--- config.mk ---
export PLATFORM = sky130hd
export DESIGN_NAME = sobel_window_ctrl
export DESIGN_NICKNAME = d
export VERILOG_FILES = /design/src/rtl/sobel_window_ctrl_pkg.sv /design/src/rtl/sobel_window_shift.sv /design/src/rtl/sobel_window_ctrl.sv
export SDC_FILE = /design/constraint.sdc
export NUM_CORES = 1
export LEC_CHECK = 0
export ABC_AREA = 1
export CAP_MARGIN = 20
export CORE_MARGIN = 3
export CORE_UTILIZATION = 26
export DETAILED_ROUTE_END_ITERATION = 12
export SKIP_CTS_REPAIR_TIMING = 1
export SYNTH_ARGS = -nofsm -noshare
export SYNTH_HDL_FRONTEND = slang
export SYNTH_SLANG_ARGS = --single-unit
--- constraint.sdc ---
create_clock -name clk_i -period 5.1 [get_ports clk_i]
set_input_delay 1.02 -clock clk_i [delete_from_list [all_inputs] [get_ports clk_i]]
set_output_delay 1.02 -clock clk_i [all_outputs]
set_load 0.1 [all_outputs]
--- src/rtl/sobel_window_ctrl_pkg.sv ---
// rtl/sobel_window_ctrl_pkg.sv - shared types and constants for the Sobel window scheduler
// Pixel widths, 3x3 window typedefs, scheduler states and the column shift helper.
package sobel_window_ctrl_pkg;

  localparam int PIXEL_WIDTH_IN  = 8;
  localparam int PIXEL_WIDTH_OUT = 11;

  typedef struct packed {
    logic [PIXEL_WIDTH_IN-1:0] pix2;
    logic [PIXEL_WIDTH_IN-1:0] pix1;
    logic [PIXEL_WIDTH_IN-1:0] pix0;
  } sobel_vector;

  typedef struct packed {
    sobel_vector vector2;
    sobel_vector vector1;
    sobel_vector vector0;
  } sobel_matrix;

  typedef enum logic [1:0] {
    IDLE      = 2'd0,
    RUN       = 2'd1,
    FLUSH     = 2'd2,
    WAIT_DONE = 2'd3
  } sobel_state_e;

  // Oldest column falls out of pix0, the new column lands in pix2 of every row.
  function automatic sobel_matrix shift_in_column(input sobel_matrix m,
                                                  input logic [3*PIXEL_WIDTH_IN-1:0] col);
    sobel_matrix r;
    r.vector0.pix0 = m.vector0.pix1;
    r.vector0.pix1 = m.vector0.pix2;
    r.vector0.pix2 = col[0 +: PIXEL_WIDTH_IN];
    r.vector1.pix0 = m.vector1.pix1;
    r.vector1.pix1 = m.vector1.pix2;
    r.vector1.pix2 = col[PIXEL_WIDTH_IN +: PIXEL_WIDTH_IN];
    r.vector2.pix0 = m.vector2.pix1;
    r.vector2.pix1 = m.vector2.pix2;
    r.vector2.pix2 = col[2*PIXEL_WIDTH_IN +: PIXEL_WIDTH_IN];
    return r;
  endfunction

endpackage

--- src/rtl/sobel_window_shift.sv ---
// rtl/sobel_window_shift.sv - 3x3 sliding window register with load-zero and shift-enable
// Also presents the would-be shifted window so the caller can capture it as the line clears.
module sobel_window_shift
  import sobel_window_ctrl_pkg::*;
(
  input  logic                        i_clk,
  input  logic                        i_nreset,
  input  logic                        i_clear,
  input  logic                        i_shift,
  input  logic [3*PIXEL_WIDTH_IN-1:0] i_col,
  output sobel_matrix                 o_win_shifted
);

  sobel_matrix r_win;
  sobel_matrix w_win_shifted;

  assign w_win_shifted = shift_in_column(r_win, i_col);
  assign o_win_shifted = w_win_shifted;

  // Clear wins over shift: the end-of-line column is captured downstream, not kept here.
  always_ff @(posedge i_clk or negedge i_nreset) begin
    if (!i_nreset) begin
      r_win <= '0;
    end else if (i_clear) begin
      r_win <= '0;
    end else if (i_shift) begin
      r_win <= w_win_shifted;
    end
  end

endmodule

--- src/rtl/sobel_window_ctrl.sv ---
// rtl/sobel_window_ctrl.sv - streaming 3x3 window scheduler feeding sobel_core
// Optional SOBEL_BORDER_ZERO_EN pads each line with zero columns (width windows per line).
module sobel_window_ctrl
  import sobel_window_ctrl_pkg::*;
#(
  parameter int CNT_W = 10
) (
  input  logic                        clk_i,
  input  logic                        nreset_i,
  input  logic                        start_i,
  input  logic [CNT_W-1:0]            line_width_i,
  input  logic [CNT_W-1:0]            num_lines_i,
  input  logic                        col_valid_i,
  output logic                        col_ready_o,
  input  logic [3*PIXEL_WIDTH_IN-1:0] col_i,
  output logic                        win_valid_o,
  input  logic                        win_ready_i,
  output sobel_matrix                 win_o,
  output logic                        eol_o,
  output logic                        eof_o,
  output logic                        busy_o,
  output logic                        done_o
);

  sobel_state_e r_state;
  sobel_state_e w_state_next;

  logic [CNT_W-1:0] r_width;
  logic [CNT_W-1:0] r_lines;
  logic [CNT_W-1:0] r_col_cnt;
  logic [CNT_W-1:0] r_line_cnt;

  logic        r_win_valid;
  sobel_matrix r_win;
  logic        r_eol;
  logic        r_eof;
  logic        r_done;

  logic                        w_slot_free;
  logic                        w_start_ok;
  logic                        w_accept;
  logic                        w_last_col;
  logic                        w_last_line;
  logic                        w_shift;
  logic                        w_clear;
  logic                        w_emit;
  logic                        w_eol;
  logic                        w_eof;
  logic                        w_line_end;
  logic                        w_done;
  logic [3*PIXEL_WIDTH_IN-1:0] w_shift_col;
  sobel_matrix                 w_win_shifted;

  assign w_slot_free = !r_win_valid || win_ready_i;
  assign col_ready_o = (r_state == RUN) && w_slot_free;
  assign w_accept    = col_valid_i && col_ready_o;
  assign w_start_ok  = (r_state == IDLE) && start_i &&
                       (line_width_i >= CNT_W'(3)) && (num_lines_i != '0);
  assign w_last_col  = (r_col_cnt == r_width - CNT_W'(1));
  assign w_last_line = (r_line_cnt == r_lines - CNT_W'(1));

  always_ff @(posedge clk_i or negedge nreset_i) begin
    if (!nreset_i) begin
      r_state <= IDLE;
    end else begin
      r_state <= w_state_next;
    end
  end

  always_comb begin
    w_state_next = r_state;
    w_shift      = 1'b0;
    w_clear      = 1'b0;
    w_emit       = 1'b0;
    w_eol        = 1'b0;
    w_eof        = 1'b0;
    w_line_end   = 1'b0;
    w_done       = 1'b0;
    w_shift_col  = col_i;
    case (r_state)
      IDLE: begin
        if (w_start_ok) begin
          w_clear      = 1'b1;
          w_state_next = RUN;
        end
      end
      RUN: begin
        if (w_accept) begin
          w_shift = 1'b1;
`ifdef SOBEL_BORDER_ZERO_EN
          // The cleared window already acts as the leading zero column.
          w_emit = (r_col_cnt >= CNT_W'(1));
          if (w_last_col) begin
            w_state_next = FLUSH;
          end
`else
          w_emit = (r_col_cnt >= CNT_W'(2));
          if (w_last_col) begin
            w_clear    = 1'b1;
            w_line_end = 1'b1;
            w_eol      = 1'b1;
            w_eof      = w_last_line;
            if (w_last_line) begin
              w_state_next = WAIT_DONE;
            end
          end
`endif
        end
      end
`ifdef SOBEL_BORDER_ZERO_EN
      FLUSH: begin
        if (w_slot_free) begin
          w_shift_col  = '0;
          w_emit       = 1'b1;
          w_clear      = 1'b1;
          w_line_end   = 1'b1;
          w_eol        = 1'b1;
          w_eof        = w_last_line;
          w_state_next = w_last_line ? WAIT_DONE : RUN;
        end
      end
`endif
      WAIT_DONE: begin
        if (w_slot_free) begin
          w_done       = 1'b1;
          w_state_next = IDLE;
        end
      end
      default: begin
        w_state_next = IDLE;
      end
    endcase
  end

  sobel_window_shift u_shift (
    .i_clk         (clk_i),
    .i_nreset      (nreset_i),
    .i_clear       (w_clear),
    .i_shift       (w_shift),
    .i_col         (w_shift_col),
    .o_win_shifted (w_win_shifted)
  );

  always_ff @(posedge clk_i or negedge nreset_i) begin
    if (!nreset_i) begin
      r_width    <= '0;
      r_lines    <= '0;
      r_col_cnt  <= '0;
      r_line_cnt <= '0;
    end else if (w_start_ok) begin
      r_width    <= line_width_i;
      r_lines    <= num_lines_i;
      r_col_cnt  <= '0;
      r_line_cnt <= '0;
    end else if (w_line_end) begin
      r_col_cnt  <= '0;
      r_line_cnt <= r_line_cnt + CNT_W'(1);
    end else if (w_accept) begin
      r_col_cnt  <= r_col_cnt + CNT_W'(1);
    end
  end

  // Output slot: only loaded when free, so win/eol/eof hold while stalled.
  always_ff @(posedge clk_i or negedge nreset_i) begin
    if (!nreset_i) begin
      r_win_valid <= 1'b0;
      r_win       <= '0;
      r_eol       <= 1'b0;
      r_eof       <= 1'b0;
      r_done      <= 1'b0;
    end else begin
      r_done <= w_done;
      if (w_emit) begin
        r_win_valid <= 1'b1;
        r_win       <= w_win_shifted;
        r_eol       <= w_eol;
        r_eof       <= w_eof;
      end else if (win_ready_i) begin
        r_win_valid <= 1'b0;
        r_eol       <= 1'b0;
        r_eof       <= 1'b0;
      end
    end
  end

  assign win_valid_o = r_win_valid;
  assign win_o       = r_win;
  assign eol_o       = r_eol;
  assign eof_o       = r_eof;
  assign done_o      = r_done;
  assign busy_o      = (r_state != IDLE);

endmodule

; Word level (Yosys, flattened, before mapping)
; Index checks and enable logic that the tools add are counted.
[word_totals]
reg_bits = 166
word_cells = 85
output_inout_bits = 78
[op_classes]
addsub = 4
n_reduce_logical = 15
eq_ne = 9
magnitude_cmp = 2
mux = 31
[op_table]
columns = operator, count
row1 = $mux W72, 2
row2 = $mux W10, 5
row3 = $add A10 B1 Y10 const B, 2
row4 = $eq A10 B10 Y1, 2
row5 = $ge A10 B2 Y1 const B, 2
row6 = $sub A10 B1 Y10 const B, 2
row7 = $mux W1, 17
row8 = $mux W2, 5
row9 = $ne A2 B2 Y1 const B, 5
row10 = $reduce_bool A10 Y1, 1
row11 = $reduce_bool A2 Y1, 4
row12 = $pmux W2 S3, 1
row13 = $logic_and A1 B1 Y1, 5
row14 = $reduce_and A5 Y1, 1
row15 = $reduce_bool A3 Y1, 1
row16 = $eq A2 B1 Y1 const B, 1
row17 = $eq A2 B2 Y1 const B, 1
row18 = $logic_not A2 Y1, 1
row19 = $pmux W1 S2, 1
row20 = $logic_not A1 Y1, 1
row21 = $logic_or A1 B1 Y1, 1

; Depth between registers and ports, before layout
; Gate-level depths: netlist of the first run.
[logic_depth]
word_depth = 8
depth_mapped = 13
ltp_nobuf = 13

; Hierarchy
; A second synthesis of the first run with hierarchy kept.
[unflattened]
cells_unflattened = 1007
hier_area_um2 = 7927.6
[modules_own_cells]
columns = module, instances, area_per_inst_um2, seq_area_each_um2, cells_each
row1 = sobel_window_ctrl, 1, 5843.1, 2952.8, 774
row2 = sobel_window_shift, 1, 2084.5, 1201.2, 233

; Worst setup path before layout of the first run
; No wires, ideal clock.
[synth_path]
path_kind = input -> register
from = input win_ready_i
to = register r_win (netlist bit win_o[51])
n_path_buf = 2
cell_stages = 11
t_arrival_ns = 3.630
path_slack_ns = 1.337
required_time_ns = 4.967
cell_sequence = inv_2 nand2_1 nand2_1 nor2_1 nand2_1 inv_2 nand2_2 buf_2 buf_2 nand2_1 o21ai_0
[synth_via]
elab_chain_len = 5
[synth_lines]
columns = item, line
row1 = from (decl), sobel_window_ctrl.sv:17  ; input logic win_ready_i,
row2 = $logic_or A1 B1 Y1, sobel_window_ctrl.sv:54  ; assign w_slot_free = !r_win_valid || win_ready_i;
row3 = $logic_and A1 B1 Y1, sobel_window_ctrl.sv:55  ; assign col_ready_o = (r_state == RUN) && w_slot_free;
row4 = named net col_ready_o, sobel_window_ctrl.sv:14  ; output logic col_ready_o,
row5 = $logic_and A1 B1 Y1, sobel_window_ctrl.sv:56  ; assign w_accept = col_valid_i && col_ready_o;
row6 = $mux W1, sobel_window_ctrl.sv:88  ; if (w_accept) begin
row7 = $mux W1, sobel_window_ctrl.sv:80  ; case (r_state)
row8 = to (signal assigned), sobel_window_ctrl.sv:175  ; r_win <= w_win_shifted;
row9 = to (decl), sobel_window_ctrl.sv:34  ; sobel_matrix r_win;
; The timed path passes the listed nets, and every way through them passes these cells.
; A chain may end at the register's enable or synchronous reset.

; Final worst setup path of the first run
[layout_path]
from = input win_ready_i
to = output col_ready_o
[layout_via]
elab_chain_len = 2
[layout_lines]
columns = item, line
row1 = $logic_or A1 B1 Y1, sobel_window_ctrl.sv:54
row2 = $logic_and A1 B1 Y1, sobel_window_ctrl.sv:55
row3 = to (decl), sobel_window_ctrl.sv:14
; No other way between the ends.

==> results.yml, run 1 <==
drt:
  dr.pass1.iters: 4
  drc: 0
  final_antenna_net_count: 0
  viasPerCell: 4.22
  wl_um: 18500
  drtIter0Drc: 385
  vias: 6092
  wl_per_cell_um: 12.8
synth:
  synthTopCellsByArea: "dfrtp_1, nand2_1, o21ai_0"
  synth_cell_types: 32
  synth_top_area_share_pct: 54.4
  synth_nets: 993
  yosysTopAreaCell: "dfrtp_1"
  syn-instance-count: 939
  synth_area_um2: 7640
  synth-seq-cells: 166
  synth-main-ff-cell: "dfrtp_1"
  async_reset_ff_share_pct: 100
  synth_edf_count: 0
  syn_avg_cell_area_um2: 8.14
  ys_seq_area_share_pct: 54.4
  synth_warnings: 0
  synth_common_cells: "nand2_1, dfrtp_1, o21ai_0"
  synth.most_common_cell: "nand2_1"
critical_path:
  r2r_setup_slack_ps: 2250
  crit-reg2reg-launch: "r_width[0]$_DFFE_PN0N_"
  cp.depth: 6
  path_common_cell: "nand2_1"
  worst_path_largest_cell_delay_ps: 470
  startpoint_type: "input pin"
  worst-setup-path-type: "input pin to output pin"
  crit_start: "win_ready_i"
  path_delay_family: "buffers and inverters"
  crit_fanout: 4
  path_cells: "clkdlybuf4s50_1, inv_2, nand2_1, nand2_1, nor2_1, buf_4"
  r2r_cells: 10
  crit_buf_inv: 3
  crit_required_ps: 4080
  worst_path_max_delay_cell: "clkdlybuf4s50_1"
  rr_endpoint: "r_col_cnt[9]$_DFFE_PN0P_"
  cp.arrival_ps: 2310
  end_kind: "output pin"
timing:
  hold_violations: 0
  finClkSkew_ps: 12.4
  period_share_pct: 65.3
  setup_viol: 0
  fin_tns_setup_ps: 0
  fmax_mhz: 300
  slew_headroom_pct: 22.1
  worst_slew_pin_slew_ps: 1170
  min_period_ps: 3330
  drv_slew: 0
  rsz0062_at_grt: "false"
floorplan:
  coreArea_um2: 28900
  io_pins: 127
  die_area_um2: 31500
  die_h_um: 177
  floorplan.initialDensity_pct: 26.5
  num_rows: 62
  die_w_um: 177
clock_tree:
  cts_made_buffers: 17
  cts_buffer_depth: 2
  clkTransAtPathRegs_ps: 70
  cts_num_sinks: 166
  clk_latency_ps: 430
  cts_tree: "yes"
  htreeDepth: 4
  root_buffer: "clkbuf_16"
min_path:
  whs_endpoint: "win_o[5]$_DFFE_PN0P_"
  hold_depth: 2
  hp-start: "win_o[5]$_DFFE_PN0P_"
  hp-class: "flip-flop to flip-flop"
grt:
  grt_usage_pct: 12.2
  grt-ovfl-total: 0
  antenna_found_initial: 0
  grt_pass1_vias: 5931
  grt_start_max_net_pins: 104
  grt_pass1_wl_um: 30600
placement:
  dp_cells: 1411
  place_congestion: 0.823
  portBuffers: 126
  dp_hpwl_um: 12200
final_layout:
  nets: 1100
  drive_above_1_share_pct: 5.01
  antennaDiodeCount: 0
  fin_cells: 1442
  areaGrowthSynthToFinish_pct: 28.4
flow_run:
  maxCapViolations: 0
run_status:
  run_status: "completed"
worst max-delay path by stage:
stage / endpoint / slack, ps
global route: col_ready_o / 1700
global placement: r_state[0]$_DFFE_PN0P_ / 1570
finish: col_ready_o / 1770
CTS: col_ready_o / 1780
floorplan: win_o[51]$_DFFE_PN0P_ / 1340
detailed placement: r_state[0]$_DFFE_PN0P_ / 1500
state kept, by name, summed over array words and instances, names as in the netlist:
register,count
u_shift.o_win_shifted,48
eol_o,1
r_width,10
eof_o,1
r_state,2
r_line_cnt,10
done_o,1
win_o,72
win_valid_o,1
r_col_cnt,10
r_lines,10
final cells by class:
cell class | instances | area, um^2
fillers | 3048 | 19000
clock inverters | 13 | 135
flip-flops and latches | 166 | 4150
repair buffers | 130 | 1300
well taps | 384 | 480
inverters | 95 | 357
multi-input cells | 636 | 2940
clock buffers | 18 | 439
worst reg2reg max path, stage by stage (launching register included):
cell     delay [ps]
dfrtp_1         420
inv_2            70
ha_1            300
nand2_1          80
nand4_1         150
a21oi_1         150
nand2_1          70
nor2_1          250
nand4_2         390
nand2_4         700
nor2_1          130
kinds of logic after synthesis:
| group | Yosys count | synth area share [%] |
|---|---|---|
| compound gates | 126 | 8.32 |
| flops | 166 | 54.4 |
| xor+xnor | 37 | 4.24 |
| buf+inv | 137 | 7.29 |
| simple gates | 468 | 25.0 |
| fa+ha+maj | 5 | 0.819 |
routing by layer:
| layer | vias to the layer above | routed length, um | global-route usage, % |
|---|---|---|---|
| met5 | - | 0 | 0 |
| met4 | 0 | 208 | 3.37 |
| met3 | 14 | 758 | 2.95 |
| met2 | 111 | 8600 | 19.1 |
| met1 | 2822 | 8950 | 16.8 |
| li1 | 3145 | - | - |
layout by cell type, fill, tap and decap left out, types with 16 or more instances in the layout:
master / n
nor2_1: 105
xor2_1: 25
inv_1: 86
o21ai_0: 116
nand4_1: 16
clkbuf_16: 17
dfrtp_1: 166
nand3_1: 34
nand2_1: 292
clkdlybuf4s50_1: 124
per-stage QoR:
step	area, um^2	setup WS, ps	hold slack (ps)	util [%]
after floorplan	7640	1340	468	-
after global placement	9240	1570	463	32.0
after detailed placement	9240	1500	464	32.0
after CTS	9810	1780	485	34.0
after global routing	9810	1700	503	34.0
final	9810	1770	483	34.0
Power of run 1 is left out: the tool's default activity adds up to more than one toggle a clock period on the data nets, which glitch-free logic cannot reach.
==> run 2, diff against run 1 <==
==> constraint.sdc (replaced) <==
create_clock -name clk_i -period 2.8 [get_ports clk_i]
set_input_delay 0.56 -clock clk_i [delete_from_list [all_inputs] [get_ports clk_i]]
set_output_delay 0.56 -clock clk_i [all_outputs]
set_load 0.1 [all_outputs]
==> run 2 against run 1 <==
Against the previous run:
- utilization grew 0.14 points
- critical path depth grew 5
- setup slack lost 1300 ps
- via count grew 1.7%
- flip-flop and latch count is the same
- clock skew is essentially flat
- die area is the same
- register-to-register slack lost 1800 ps
- hold slack lost 380 ps
- global-route usage grew 0.093 points
==> results.yml, run 2 (same netlist as run 1, synthesis figures left out) <==
final_layout:
  final_cell_mix: "nand2_1, dfrtp_1, o21ai_0"
  areaGrowthSynthToFinish_pct: 28.9
  drive_above_1_share_pct: 13.4
  nets: 1111
  fin_cells: 1454
  multi_input_area_um2: 2950
  mostFrequentLayoutCell: "nand2_1"
  largest_register_ffs: 72
  antennaDiodeCount: 0
  seq_area_um2: 4150
  design_area_um2: 9850
  fillCellCount: 2997
timing:
  drv_slew: 0
  slew_headroom_pct: 58.9
  hold_violations: 0
  fmax_mhz: 427
  period_share_pct: 83.6
  rsz0062_at_grt: "false"
  setup_viol: 0
  finClkSkew_ps: 12.7
  min_period_ps: 2340
  worst_slew_pin_slew_ps: 617
  fin_tns_setup_ps: 0
critical_path:
  worst-setup-path-type: "flip-flop to flip-flop"
  end_kind: "flip-flop"
  r2r_setup_slack_ps: 460
  crit_required_ps: 3110
  worst_path_max_delay_cell: "dfrtp_1"
  worst_path_largest_cell_delay_ps: 420
  path_cells: "inv_2, ha_1, nand2_1, nand4_1, a21oi_1, nand2_1, nor2_1, nand4_2, nand2_4, buf_12, nor2_1"
  startpoint_type: "flip-flop"
  r2r_cells: 11
  cp.arrival_ps: 2650
  crit_fanout: 27
clock_tree:
  cts_num_sinks: 166
  clkTransAtPathRegs_ps: 70
  clk_latency_ps: 430
  cts_tree: "yes"
  cts_buffer_depth: 2
  htreeDepth: 4
  root_buffer: "clkbuf_16"
  cts_made_buffers: 17
placement:
  placed_cell_area_um2: 9220
  place_congestion: 0.805
  dp_cells: 1422
  dp_hpwl_um: 12800
  portBuffers: 126
drt:
  final_antenna_net_count: 0
  wl_per_cell_um: 12.8
  dr.pass1.iters: 4
  viasPerCell: 4.26
  drc: 0
  vias: 6195
  wl_um: 18600
  drtIter0Drc: 335
grt:
  grt_busiest_layer: "met2"
  grt-ovfl-total: 0
  grt_pass1_wl_um: 31000
  grt_start_max_net_pins: 121
  antenna_found_initial: 0
  grt_pass1_vias: 6129
  groute.layer.met2.usage_pct: 20.1
  use_met1_pct: 16.4
  use_met3_pct: 2.65
  grt_usage_pct: 12.3
floorplan:
  die_w_um: 177
  die_area_um2: 31500
  floorplan.initialDensity_pct: 26.5
  die_h_um: 177
  io_pins: 127
  num_rows: 62
  coreArea_um2: 28900
flow_run:
  maxCapViolations: 0
run_status:
  run_status: "completed"
min_path:
  hp-class: "input pin to asynchronous set/reset pin"
## run 2: cell types whose count changed in the layout (fill, tap and decap cells not counted), moves of 2 or more
cell / before / now
buf_12: 1 / 8
buf_4: 4 / 85
clkdlybuf4s50_1: 124 / 47
clkinv_8: 0 / 2
inv_6: 6 / 1
inv_8: 2 / 7
## run 2: layout make-up
cell class,instances,area share (%)
clock buffer,17,4.32
timing repair buffer,141,13.0
tap,384,4.88
sequential,166,42.2
clock inverter,15,2.07
multi-input combinational,636,29.9
inverter,95,3.62
## run 2: through the flow
stage / worst slack (ps) / hold WS, ps / utilization, %
2_1_floorplan: 107 / 264 / -
3_3_place_gp: 311 / 464 / 32.0
3_5_place_dp: 263 / 467 / 32.0
4_1_cts: 480 / 121 / 34.1
5_1_grt: 311 / 139 / 34.1
6_report: 461 / 108 / 34.1
## run 2: critical path: cells and delay by family, from the launching register on
family,cells,cell delay [ps]
simple gates,7,1030
buf+inv,2,300
compound gates,1,170
flops,1,420
fa+ha+maj,1,300
## run 2: path summary, 6_finish.rpt
check | startpoint | to
max | r_width[0]$_DFFE_PN0N_ | u_shift.o_win_shifted[49]$_DFFE_PN0P_
min | nreset_i | win_o[49]$_DFFE_PN0P_
max reg2reg | r_width[0]$_DFFE_PN0N_ | u_shift.o_win_shifted[49]$_DFFE_PN0P_
min reg2reg | win_o[21]$_DFFE_PN0P_ | win_o[21]$_DFFE_PN0P_
max in group asynchronous | nreset_i | win_o[20]$_DFFE_PN0P_
min in group clk_i | win_o[21]$_DFFE_PN0P_ | win_o[21]$_DFFE_PN0P_
## run 2: routing by layer
layer / vias up / routed length, um
met1: 2901 / 8750
met5: - / 0
met3: 15 / 809
met2: 109 / 8820
li1: 3170 / -
met4: 0 / 243
Power of run 2 is left out for the same reason.
==> run 3, diff against run 2 <==
==> constraint.sdc (replaced) <==
create_clock -name clk_i -period 2.2 [get_ports clk_i]
set_input_delay 0.44 -clock clk_i [delete_from_list [all_inputs] [get_ports clk_i]]
set_output_delay 0.44 -clock clk_i [all_outputs]
set_load 0.1 [all_outputs]
==> run 3 against run 2 <==
Against the previous run:
- first-iteration DRC count decreased by 9.9%
- flip-flop and latch count did not move
- clock-buffer cell count is the same
- via count increased by 0.44%
- global-route usage up 0.71 points
- routed wire length increased by 6.6%
- hold slack better by 370 ps
- critical path depth increased by 1
- non-clock buffer count is 15 higher
==> results.yml, run 3 (same netlist as run 1, synthesis figures left out) <==
timing:
  min_period_ps: 2020
  fin_ws_ps: 183
  hold_violations: 0
  worst_slew_pin_slew_ps: 398
  fin_tns_setup_ps: 0
  period_share_pct: 91.7
  setup_viol: 0
  fmax_mhz: 496
  drv_slew: 0
  slew_headroom_pct: 73.4
  finClkSkew_ps: 17.6
clock_tree:
  root_buffer: "clkbuf_16"
  cts_buffer_depth: 2
  clkTransAtPathRegs_ps: 80
  cts_num_sinks: 166
  cts_made_buffers: 17
  clk_latency_ps: 430
  cts_tree: "yes"
  htreeDepth: 4
final_layout:
  largest_register_ffs: 72
  nets: 1126
  antennaDiodeCount: 0
  final_cell_mix: "nand2_1, dfrtp_1, nor2_1"
  drive_above_1_share_pct: 15.3
  areaGrowthSynthToFinish_pct: 31.6
  mostFrequentLayoutCell: "nand2_1"
drt:
  wl_um: 19800
  viasPerCell: 4.24
  drc: 0
  drtIter0Drc: 302
  dr.pass1.iters: 4
  vias: 6222
  final_antenna_net_count: 0
  wl_per_cell_um: 13.5
min_path:
  hp-class: "input pin to asynchronous set/reset pin"
critical_path:
  crit_buf_inv: 2
  worst_path_max_delay_cell: "dfrtp_1"
  path_common_cell: "nand2_1"
  crit_fanout: 25
  startpoint_type: "flip-flop"
  path_cells: "inv_2, ha_2, nand2_1, nand4_1, a21oi_1, nand2_1, nor2_2, nand4_4, nand2_4, buf_12, nand2_1, nand2_1"
  cp.arrival_ps: 2380
  end_kind: "flip-flop"
  worst_path_largest_cell_delay_ps: 390
  path_delay_family: "simple AND/OR/NAND/NOR gates"
  worst-setup-path-type: "flip-flop to flip-flop"
  crit_required_ps: 2560
floorplan:
  die_h_um: 177
  io_pins: 127
  floorplan.initialDensity_pct: 26.5
  coreArea_um2: 28900
  num_rows: 62
  die_area_um2: 31500
  die_w_um: 177
grt:
  antenna_found_initial: 0
  grt_pass1_vias: 6345
  grt_start_max_net_pins: 83
  grt-ovfl-total: 0
  grt_pass1_wl_um: 32900
  grt_usage_pct: 13.0
placement:
  dp_hpwl_um: 13800
  place_congestion: 0.786
  dp_slack_ps: 11.3
  portBuffers: 126
flow_run:
  maxCapViolations: 0
run_status:
  run_status: "completed"
[run 3: changes by cell type in the layout (fill, tap and decap cells not counted), sizes merged]
| cell | change |
|---|---|
| buf | +12 |
| bufinv | -1 |
| clkbuf | +2 |
| dlygate4sd3 | +1 |
[run 3: worst register-to-register path: stages, from the launching register on]
cell,delay (ps)
dfrtp_1,390
inv_2,90
ha_2,270
nand2_1,60
nand4_1,130
a21oi_1,140
nand2_1,80
nor2_2,190
nand4_4,140
nand2_4,150
buf_12,180
nand2_1,70
nand2_1,60
[run 3: cell type report]
cell class | instances | area (um^2)
multi-input combinational | 636 | 3000
clock inverter | 14 | 161
sequential | 166 | 4160
inverter | 95 | 359
fill | 3016 | 18800
timing repair buffer | 156 | 1470
tap | 384 | 480
clock buffer | 17 | 425
[run 3: path summary, 6_finish.rpt]
path	from	endpoint	slack, ps	cells after the start
max	r_width[0]$_DFFE_PN0N_	r_line_cnt[5]$_DFFE_PN0P_	180	12
max reg2reg	r_width[0]$_DFFE_PN0N_	r_line_cnt[5]$_DFFE_PN0P_	180	12
min in group clk_i	win_o[71]$_DFFE_PN0P_	win_o[71]$_DFFE_PN0P_	480	2
max in group asynchronous	nreset_i	r_line_cnt[9]$_DFFE_PN0P_	980	3
min	nreset_i	win_o[63]$_DFFE_PN0P_	470	2
min reg2reg	win_o[71]$_DFFE_PN0P_	win_o[71]$_DFFE_PN0P_	480	2
[run 3: metal layers]
| metal | share of wire (%) | track usage (%) | vias to the layer above |
|---|---|---|---|
| met5 | 0 | 0 | - |
| met4 | 1.2 | 3.47 | 0 |
| met3 | 3.1 | 2.85 | 18 |
| met2 | 49 | 21.7 | 73 |
| met1 | 46 | 17.0 | 2929 |
| li1 | - | - | 3202 |
[run 3: stage by stage]
stage               std cells  hold WS (ps)  utilization [%]  cell area (um^2)
floorplan                 939           144                -              7700
global placement         1432           382             32.4              9340
detailed placement       1432           380             32.4              9340
CTS                      1463         -94.0             34.4              9930
global route             1468           495             34.8             10100
finish                   1468           475             34.8             10100
Power of run 3 is left out for the same reason.
